### config.mk
export PLATFORM = sky130hd
export DESIGN_NAME = reg_scan_reader
export DESIGN_NICKNAME = d
export VERILOG_FILES = /design/src/rtl/reg_scan_reader.sv
export SDC_FILE = /design/constraint.sdc
export NUM_CORES = 1
export LEC_CHECK = 0
export CAP_MARGIN = 10
export CORE_MARGIN = 8
export CORE_UTILIZATION = 38
export DETAILED_ROUTE_END_ITERATION = 8
export PLACE_DENSITY = 0.75
export SLEW_MARGIN = 30
export SYNTH_ARGS = -nofsm -noshare
export SYNTH_HDL_FRONTEND = slang
export SYNTH_SLANG_ARGS = --single-unit
### constraint.sdc
create_clock -name Clk -period 1.4 [get_ports Clk]
set_input_delay 0.21 -clock Clk [delete_from_list [all_inputs] [get_ports Clk]]
set_output_delay 0.21 -clock Clk [all_outputs]
set_load 0.01 [all_outputs]
### src/rtl/reg_scan_reader.sv
// Register-file read-side scanner: walks a register range (or reads one register)
// and streams each (index, value) pair to a display/dump consumer over valid/ready.
//
// state   | meaning
// --------+-----------------------------------------------------------
// IDLE    | waiting for Start; Ra parked at 0 after reset
// ADDR    | Ra driven, busA settling; value captured on the closing edge
// PRESENT | pair held on OutIdx/OutData until the consumer accepts it
// FINISH  | one-cycle Done pulse, then back to IDLE
module reg_scan_reader #(
    parameter int LO_REG = 0,
    parameter int HI_REG = 31
) (
    input  logic        Clk,
    input  logic        Rst_n,
    input  logic        Start,
    input  logic        SingleReg,
    input  logic [4:0]  RegSel,
    output logic [4:0]  Ra,
    input  logic [31:0] busA,
    output logic        OutValid,
    input  logic        OutReady,
    output logic [4:0]  OutIdx,
    output logic [31:0] OutData,
    output logic        Busy,
    output logic        Done
);

    localparam logic [4:0] LO_IDX = 5'(LO_REG);
    localparam logic [4:0] HI_IDX = 5'(HI_REG);

    typedef enum logic [1:0] {
        IDLE    = 2'd0,
        ADDR    = 2'd1,
        PRESENT = 2'd2,
        FINISH  = 2'd3
    } state_t;

    state_t      state;
    state_t      state_nxt;
    logic [4:0]  end_idx;
    logic [4:0]  end_idx_nxt;
    logic [4:0]  ra_nxt;
    logic        out_valid_nxt;
    logic [4:0]  out_idx_nxt;
    logic [31:0] out_data_nxt;

    always_ff @(posedge Clk) begin
        if (!Rst_n) begin
            state    <= IDLE;
            end_idx  <= 5'd0;
            Ra       <= 5'd0;
            OutValid <= 1'b0;
            OutIdx   <= 5'd0;
            OutData  <= 32'd0;
        end else begin
            state    <= state_nxt;
            end_idx  <= end_idx_nxt;
            Ra       <= ra_nxt;
            OutValid <= out_valid_nxt;
            OutIdx   <= out_idx_nxt;
            OutData  <= out_data_nxt;
        end
    end

    always_comb begin
        state_nxt     = state;
        end_idx_nxt   = end_idx;
        ra_nxt        = Ra;
        out_valid_nxt = OutValid;
        out_idx_nxt   = OutIdx;
        out_data_nxt  = OutData;

        case (state)
            IDLE: begin
                if (Start) begin
                    // Single mode is just a scan whose first and last index coincide.
                    ra_nxt      = SingleReg ? RegSel : LO_IDX;
                    end_idx_nxt = SingleReg ? RegSel : HI_IDX;
                    state_nxt   = ADDR;
                end
            end
            ADDR: begin
                out_data_nxt  = busA;
                out_idx_nxt   = Ra;
                out_valid_nxt = 1'b1;
                state_nxt     = PRESENT;
            end
            PRESENT: begin
                if (OutValid && OutReady) begin
                    out_valid_nxt = 1'b0;
                    if (OutIdx == end_idx) begin
                        state_nxt = FINISH;
                    end else begin
                        ra_nxt    = Ra + 5'd1;
                        state_nxt = ADDR;
                    end
                end
            end
            FINISH: begin
                state_nxt = IDLE;
            end
            default: begin
                state_nxt = IDLE;
            end
        endcase
    end

    assign Busy = (state != IDLE);
    assign Done = (state == FINISH);

endmodule

-- Yosys cells after proc, flatten, opt, wreduce, memory -nomap -nowiden
Cells that the tools add are included.
- $add $sub $neg: 1
- equality and inequality tests: 7
- multiplexer cells: 12
- reduce and logical (&&, ||, !) cells: 9
- operators by type and width (kind ; count):
    2-to-1 mux 5 bit ; 5
    case mux 5 bit (2 select lines) ; 1
    case mux 2 bit (4 select lines) ; 1
    2-to-1 mux 2 bit ; 3
    != test 2 bit (second input constant) ; 3
    AND reduction 2 bit ; 3
    nonzero test 2 bit ; 3
    adder 5 x 1 -> 5 bit (second input constant) ; 1
    == test 5 bit ; 1
    == test 2 bit (second input constant) ; 2
    AND reduction 4 bit ; 1
    == test 2 x 1 -> 1 bit (second input constant) ; 1
    zero test 2 bit ; 1
    case mux 1 bit (2 select lines) ; 1
    logical AND 1 bit ; 1
    2-to-1 mux 1 bit ; 1
- flip-flop bits (word level): 50
- input port bits: 42
- output and inout bits: 45
- logic and storage cells: 35

-- Depth between registers and ports, before layout
Gate-level depths: netlist of run 1.
- depth after elaboration: 4
- gate-level depth with buffers: 6
- gate-level depth less buffers: 5

-- Worst setup path before layout of run 1
OpenSTA, ideal clock, no wires.
- path kind: register -> register
- start point: register Ra[0]
- end point: register Ra[4]
- setup time: 72 ps
- arrival time: 1358 ps
- data required time: 1328 ps
- slack: -30 ps
- cell stages (with the launch flop): 6
- path buffers: 0
- period minus slack after synthesis: 1430 ps
- cells stage by stage: dfxtp_1 -> ha_1 -> nand3_1 -> or3_1 -> a31o_1 -> mux2i_1
- longest elaborated chain between the ends: 4
- ends and longest elaborated chain (element ; RTL line ; RTL):
    start, declared ; 19 ; output logic [4:0] Ra,
    start signal, assigned ; 59 ; Ra <= ra_nxt;
    adder 5 x 1 -> 5 bit ; 95 ; ra_nxt = Ra + 5'd1;
    2-to-1 mux 5 bit ; 92 ; if (OutIdx == end_idx) begin
    2-to-1 mux 5 bit ; 90 ; if (OutValid && OutReady) begin
    case mux 5 bit (2 select lines) ; 74 ; case (state)
Every way passes these cells. The select of a mux whose other input is x is not followed.
A chain may end at the register's enable or synchronous reset.

-- Final worst setup path of run 1
- start point: register state[0]
- end point: register Ra[0]
- longest elaborated chain between the ends: 3
- elaborated cells between the ends (all ways): 8
- classes of those cells: eq/ne: 4; mux: 1; reduce/logical: 3
- ends and longest elaborated chain (element ; RTL line ; RTL):
    start, declared ; 39 ; state_t state;
    start signal, assigned ; 57 ; state <= state_nxt;
    == test 2 bit / zero test 2 bit (equally long branches) ; 74 ;
    != test 2 bit (no line) / nonzero test 2 bit (equally long branches) ; - ;
    AND reduction 4 bit (no line) ; - ;
Several ways; a longest one is shown, not always the timed one.

==> reports/metrics.yaml, run 1 <==
status:
  run_status: "finished with violations"
  violations: "setup timing"
floorplan:
  initial_utilization: 0.3845
  core_area_um2: 5405
  fp.dieW_um: 89.96
  io_pins: 87
  rows: 27
  fp.dieH_um: 89.96
  die-area_um2: 8092
place:
  port_buffers: 86
  place.gp.congestion: 0.8161
  dpl.hpwl_mm: 4.376
logic_synthesis:
  synth.yosys.seq_area_share: 0.4816
  syn_inst: 258
  synth_top_area_cell: "dfxtp_1"
  synth.distinct_cells: 38
  synth_top_area_share: 0.4816
  synth_ff_type: "dfxtp_1"
  synth.avg_cell_area_um2: 8.055
  synth_seq_cells: 50
  async_reset_ff_frac: 0
  yosys-top-cells-area: "dfxtp_1, nand2_1, a21oi_1"
  synth-edff-count: 0
  ys_warn_count: 0
  synth.cell_area_um2: 2078
  synth_fp_nets: 301
grt:
  grt-ovfl-total: 0
  grt_antenna_before_repair: 0
  grt_pass1_wl_mm: 9.791
  grt_pass1_vias: 2072
  track_usage: 0.1429
  grt_max_degree: 27
power:
  powerDensity_nw_per_um2: 966.4
  leakage_nw: 1.642
  irDropWorstVdd_uv: 466.7
layout:
  num_antenna_cells: 0
  area_growth_pct: 62.67
  final_layout_size_suffix_gt1_frac: 0.1778
  fin_nets: 402
  layout_common_cells: "nand2_1, a21oi_1, clkdlybuf4s50_1, dfxtp_1, dlygate4sd2_1"
  layout_commonest_cell: "nand2_1"
worst_setup_path:
  critPathLaunch: "state[0]"
  cp-start-kind: "flip-flop"
  cp.required_ns: 1.57
  cp-end-kind: "flip-flop"
  cp_max_fo: 6
  crit_type: "flip-flop to flip-flop"
  critPathArrivalTime_ns: 1.60
  r2r_start: "state[0]"
cts:
  cts_buffer_depth: 2
  hold_buffers: 0
  cts_tree: "yes"
  clock_sinks: 50
  root_buffer: "clkbuf_8"
  worstSkewPairLatency_ns: 0.30
  htreeDepth: 2
  numCtsBuffers: 5
  clk_pin_slew_ns: 0.09
detailed_routing:
  wl_per_cell_um: 14.41
  drt-vias-per-instance: 4.963
  num_vias: 2144
  wirelength_mm: 6.223
  route.detailed.drc: 0
  firstDrtPassIters: 4
  detail_route.iter0.violations: 82
  drtAntennaViolNets: 0
hold_path:
  hold_class: "primary input to flip-flop"
  holdCritStartpoint: "busA[28]"
timing:
  fin_ws_ns: -0.03415
  clock-skew-final_ns: 0.01100
  period_minus_slack_ns: 1.434
  hold_violations: 0
  max_slew_margin: 0.7592
  finalHoldWorstSlack_ns: 0.4517
  rsz0062_at_grt: "true"
  setup_violations: 1
  setup_tns_ns: -0.03415
  tightest_slew_ns: 0.3587
  maxClockFrequency_mhz: 697.3
  maxSlewViolCount: 0
  period_share: 1.024
job:
  drv_cap: 0
[critical path, stage by stage (launching register included)]
cell and delay [ns]:
dfxtp_4 0.39, buf_6 0.11, and2b_2 0.26, and3_1 0.20, a221oi_2 0.25, a21oi_1 0.10
[logic make-up after synthesis]
group,synth area share
simple gates,0.2547
compound gates,0.1668
flops,0.4816
buf+inv,0.05539
xor+xnor,0.02107
mux,0.01445
fa+ha+maj,0.006020
[synth_stat cells, drive strengths merged, types with 2 or more instances]
master and instances:
clkbuf 5, nor2 8, a31o 3, a21oi 40, nor2b 2, nand2 80, a311oi 5, nand4 2
or3 2, nand2b 2, nand3 7, inv 8, xnor2 5, dfxtp 50, buf 12, and2 4
a221oi 2, and4 2, o21ai 5, and3 2, mux2i 3
[per-layer routing]
layer  vias up  part of all wire  GRT usage
li1       1066                 -          -
met1       987              0.43     0.1698
met2        84              0.49     0.2399
met3         7             0.070    0.05320
met4         0             0.011    0.02913
met5         -                 0          0
[where the power goes]
group | switching (mW) | internal, mW | total, mW
Combinational | 0.361 | 0.415 | 0.776
Clock | 0.453 | 0.453 | 0.906
Sequential | 0.0689 | 1.52 | 1.58
Total | 0.883 | 2.38 | 3.27
[final cells by class]
class,instances,area (um^2)
sequential,50,1018
clock buffer,7,96.34
multi-input combinational,183,1045
tap,72,90.09
fill,508,2024
clock inverter,1,8.758
inverter,8,30.03
timing repair buffer,111,1092
[path summary, 6_finish.rpt]
check                endpoint  slack, ns  cells past startpoint
setup / recovery        Ra[0]      -0.03                      5
hold / removal    OutData[28]       0.45                      3
setup reg to reg        Ra[0]      -0.03                      5
hold reg to reg   OutData[18]       0.45                      2
[stage by stage]
stage,cell area (um^2),setup WS [ns],power [mW],util,cells
floorplan,2079,0.03520,1.950,-,258
detailed placement,3138,-0.3458,2.353,0.5806,421
global placement,3138,-0.3199,2.343,0.5806,421
CTS,3236,0.0002452,3.249,0.5986,429
finish,3381,-0.03415,3.267,0.6255,432
global route,3381,-0.08588,3.443,0.6255,432
[repair_timing]
action                     4_1_cts  5_1_grt
gates resized for setup         44       38
cloned                           0        0
buffers inserted                 0        3
setup endpoints to repair       34       20
hold endpoints to repair         0        0
pin swaps                        4        6
[state kept, by name, indices dropped and copies added (netlist names)]
signal,cells
OutData,32
OutIdx,5
OutValid,1
Ra,5
end_idx,5
state,2
No activity file was read; power rests on OpenSTA's default activity.
==> run 2, diff against run 1 <==
--- a/config.mk
+++ b/config.mk
@@ -6,6 +6,7 @@
 export NUM_CORES = 1
 export LEC_CHECK = 0
 export CAP_MARGIN = 10
+export CORE_ASPECT_RATIO = 1.4
 export CORE_MARGIN = 8
 export CORE_UTILIZATION = 38
 export DETAILED_ROUTE_END_ITERATION = 8
==> constraint.sdc (replaced) <==
create_clock -name Clk -period 1.4 [get_ports Clk]
set_input_delay 0.28 -clock Clk [delete_from_list [all_inputs] [get_ports Clk]]
set_output_delay 0.28 -clock Clk [all_outputs]
set_load 0.01 [all_outputs]
==> run 2 against run 1 <==
The run now ends clean. Clock skew down 0.0074 ns. Sequential cell count unchanged. Cell area down 2.1%. First-iteration DRC count up 32%. Critical path depth down 1. Largest power group unchanged. Worst setup slack better by 0.044 ns. Non-clock buffer count up 3. Worst hold slack worse by 0.0018 ns. Critical path type unchanged. Fmax up 3.2%. Global-route usage up 0.59 points.
==> reports/metrics.yaml, run 2 (synthesis gave the netlist of run 1 again) <==
floorplan:
  initial_utilization: 0.3845  # unchanged
  die-area_um2: 8125  # +0.41%
  fp.dieH_um: 103.5  # +15%
  io_pins: 87  # unchanged
  core_area_um2: 5405  # unchanged
  rows: 32  # +19%
  fp.dieW_um: 78.50  # -13%
timing:
  finalHoldWorstSlack_ns: 0.4499  # -0.001764 ns
  rsz0062_at_grt: "true"
  fin_ws_ns: 0.009842  # +0.04400 ns
  clock-skew-final_ns: 0.003582  # -0.007421 ns
  period_share: 0.9930  # -0.03143
  max_slew_margin: 0.8172  # +0.05810
  period_minus_slack_ns: 1.390  # -0.04400 ns
  hold_violations: 0  # unchanged
  maxClockFrequency_mhz: 719.3  # +3.2%
  setup_tns_ns: 0  # +0.03415 ns
  tightest_slew_ns: 0.2722  # -0.08652 ns
  setup_violations: 0  # -1
  maxSlewViolCount: 0  # unchanged
place:
  dpl.hpwl_mm: 4.621  # +5.6%
  place_inst: 419  # -0.48%
  dpl_worst_slack_ns: -0.4050  # -0.05922 ns
  placed_cell_area_um2: 3148  # +0.32%
  port_buffers: 86  # unchanged
  place.gp.congestion: 0.8060  # -1.2%
layout:
  layout_common_cells: "nand2_1, dfxtp_1, dlygate4sd2_1, a21oi_1, clkdlybuf4s50_1"
  num_antenna_cells: 0  # unchanged
  final_cell_area_um2: 3311  # -2.1%
  largest_register_ffs: 32  # unchanged
  fill_cells: 522  # +2.8%
  final_core_util: 0.6125  # -0.01296
  final_layout_size_suffix_gt1_frac: 0.1676  # -0.01020
  fin_nets: 406  # +1.0%
  top_register: "OutData"
  area_growth_pct: 59.30
  fin_cells: 432  # unchanged
  layout_commonest_cell: "nand2_1"
cts:
  cts_buffer_depth: 2  # unchanged
  htreeDepth: 2  # unchanged
  numCtsBuffers: 5  # unchanged
  cts_tree: "yes"
  clk_pin_slew_ns: 0.09  # about the same
  worstSkewPairLatency_ns: 0.29  # about the same
  root_buffer: "clkbuf_8"
  clock_sinks: 50  # unchanged
detailed_routing:
  drt-vias-per-instance: 4.887  # -1.5%
  num_vias: 2111  # -1.5%
  wirelength_mm: 6.272  # +0.79%
  wl_per_cell_um: 14.52  # +0.79%
  drtAntennaViolNets: 0  # unchanged
  detail_route.iter0.violations: 108  # +32%
  firstDrtPassIters: 4  # unchanged
  route.detailed.drc: 0  # unchanged
worst_setup_path:
  crit_buf_inv: 0  # -1
  cp.required_ns: 1.58  # about the same
  slowest_delay_ns: 0.40  # about the same
  cp_max_fo: 5  # -1
  cp_top_family: "simple AND/OR/NAND/NOR gates"
  cp-end-kind: "flip-flop"
  cp-start-kind: "flip-flop"
  slowest_stage: "or3b_4"
  critPathArrivalTime_ns: 1.57  # -0.03 ns
  crit_type: "flip-flop to flip-flop"
  path_cells: "or3b_4, and2_4, a221oi_2, a21oi_1"
grt:
  track_usage: 0.1488  # +0.005888
  grt_pass1_wl_mm: 10.03  # +2.4%
  grt-ovfl-total: 0  # unchanged
  grt_max_degree: 29  # +7.4%
  grt_antenna_before_repair: 0  # unchanged
  grt_pass1_vias: 2085  # +0.63%
hold_path:
  hold_class: "flip-flop to flip-flop"
power:
  leakage_nw: 1.451  # -12%
  power_mw: 3.207  # -1.8%
  irDropWorstVdd_uv: 487.2  # +4.4%
  powerDensity_nw_per_um2: 968.6  # +0.23%
status:
  run_status: "complete, no violations"
job:
  drv_cap: 0  # unchanged
==> run 2: report_power, final <==
part | leakage [nW] | total (mW) | internal (mW) | switching (mW)
clock network | 0.0472 | 0.852 | 0.398 | 0.454
registers | 0.411 | 1.58 | 1.51 | 0.0659
logic | 0.993 | 0.777 | 0.412 | 0.365
total | 1.45 | 3.21 | 2.32 | 0.885
==> run 2: cell type report <==
type,count,area (um^2),share of cell area
Tap cell,68,85.08,0.02570
Clock inverter,2,12.51,0.003779
Timing Repair Buffer,114,1051,0.3175
Clock buffer,6,82.58,0.02494
Sequential cell,50,1015,0.3065
Inverter,8,30.03,0.009070
Multi-Input combinational cell,184,1035,0.3125
==> run 2: timing repair <==
item / 4_1_cts / 5_1_grt
gates cloned: 0 / 1
hold buffers: 0 / 0
pin swaps: 6 / 5
setup endpoints to repair: 50 / 18
buffers inserted: 1 / 3
gates resized for setup: 61 / 14
==> run 2: tightest hold or removal path: cells and delay by family (launching register included) <==
kind,cells,cell delay [ns]
AO/OA/AOI/OAI,1,0.05
flip-flops,1,0.31
AND/OR/NAND/NOR,1,0.05
==> run 2: metal layers <==
metal	track usage	vias to the layer above	wire length [um]
met2	0.2638	69	3278
li1	-	1072	-
met5	0	-	0
met3	0.03633	8	369
met4	0.06383	0	132
met1	0.1606	962	2491
==> run 2: final timing paths <==
check                                  from          end  slack (ns)  depth (start not counted)
worst max-delay path               state[0]        Ra[0]        0.01                          4
worst min-delay path            OutData[28]  OutData[28]        0.45                          2
worst max register to register     state[0]        Ra[0]        0.01                          4
worst min register to register  OutData[28]  OutData[28]        0.45                          2
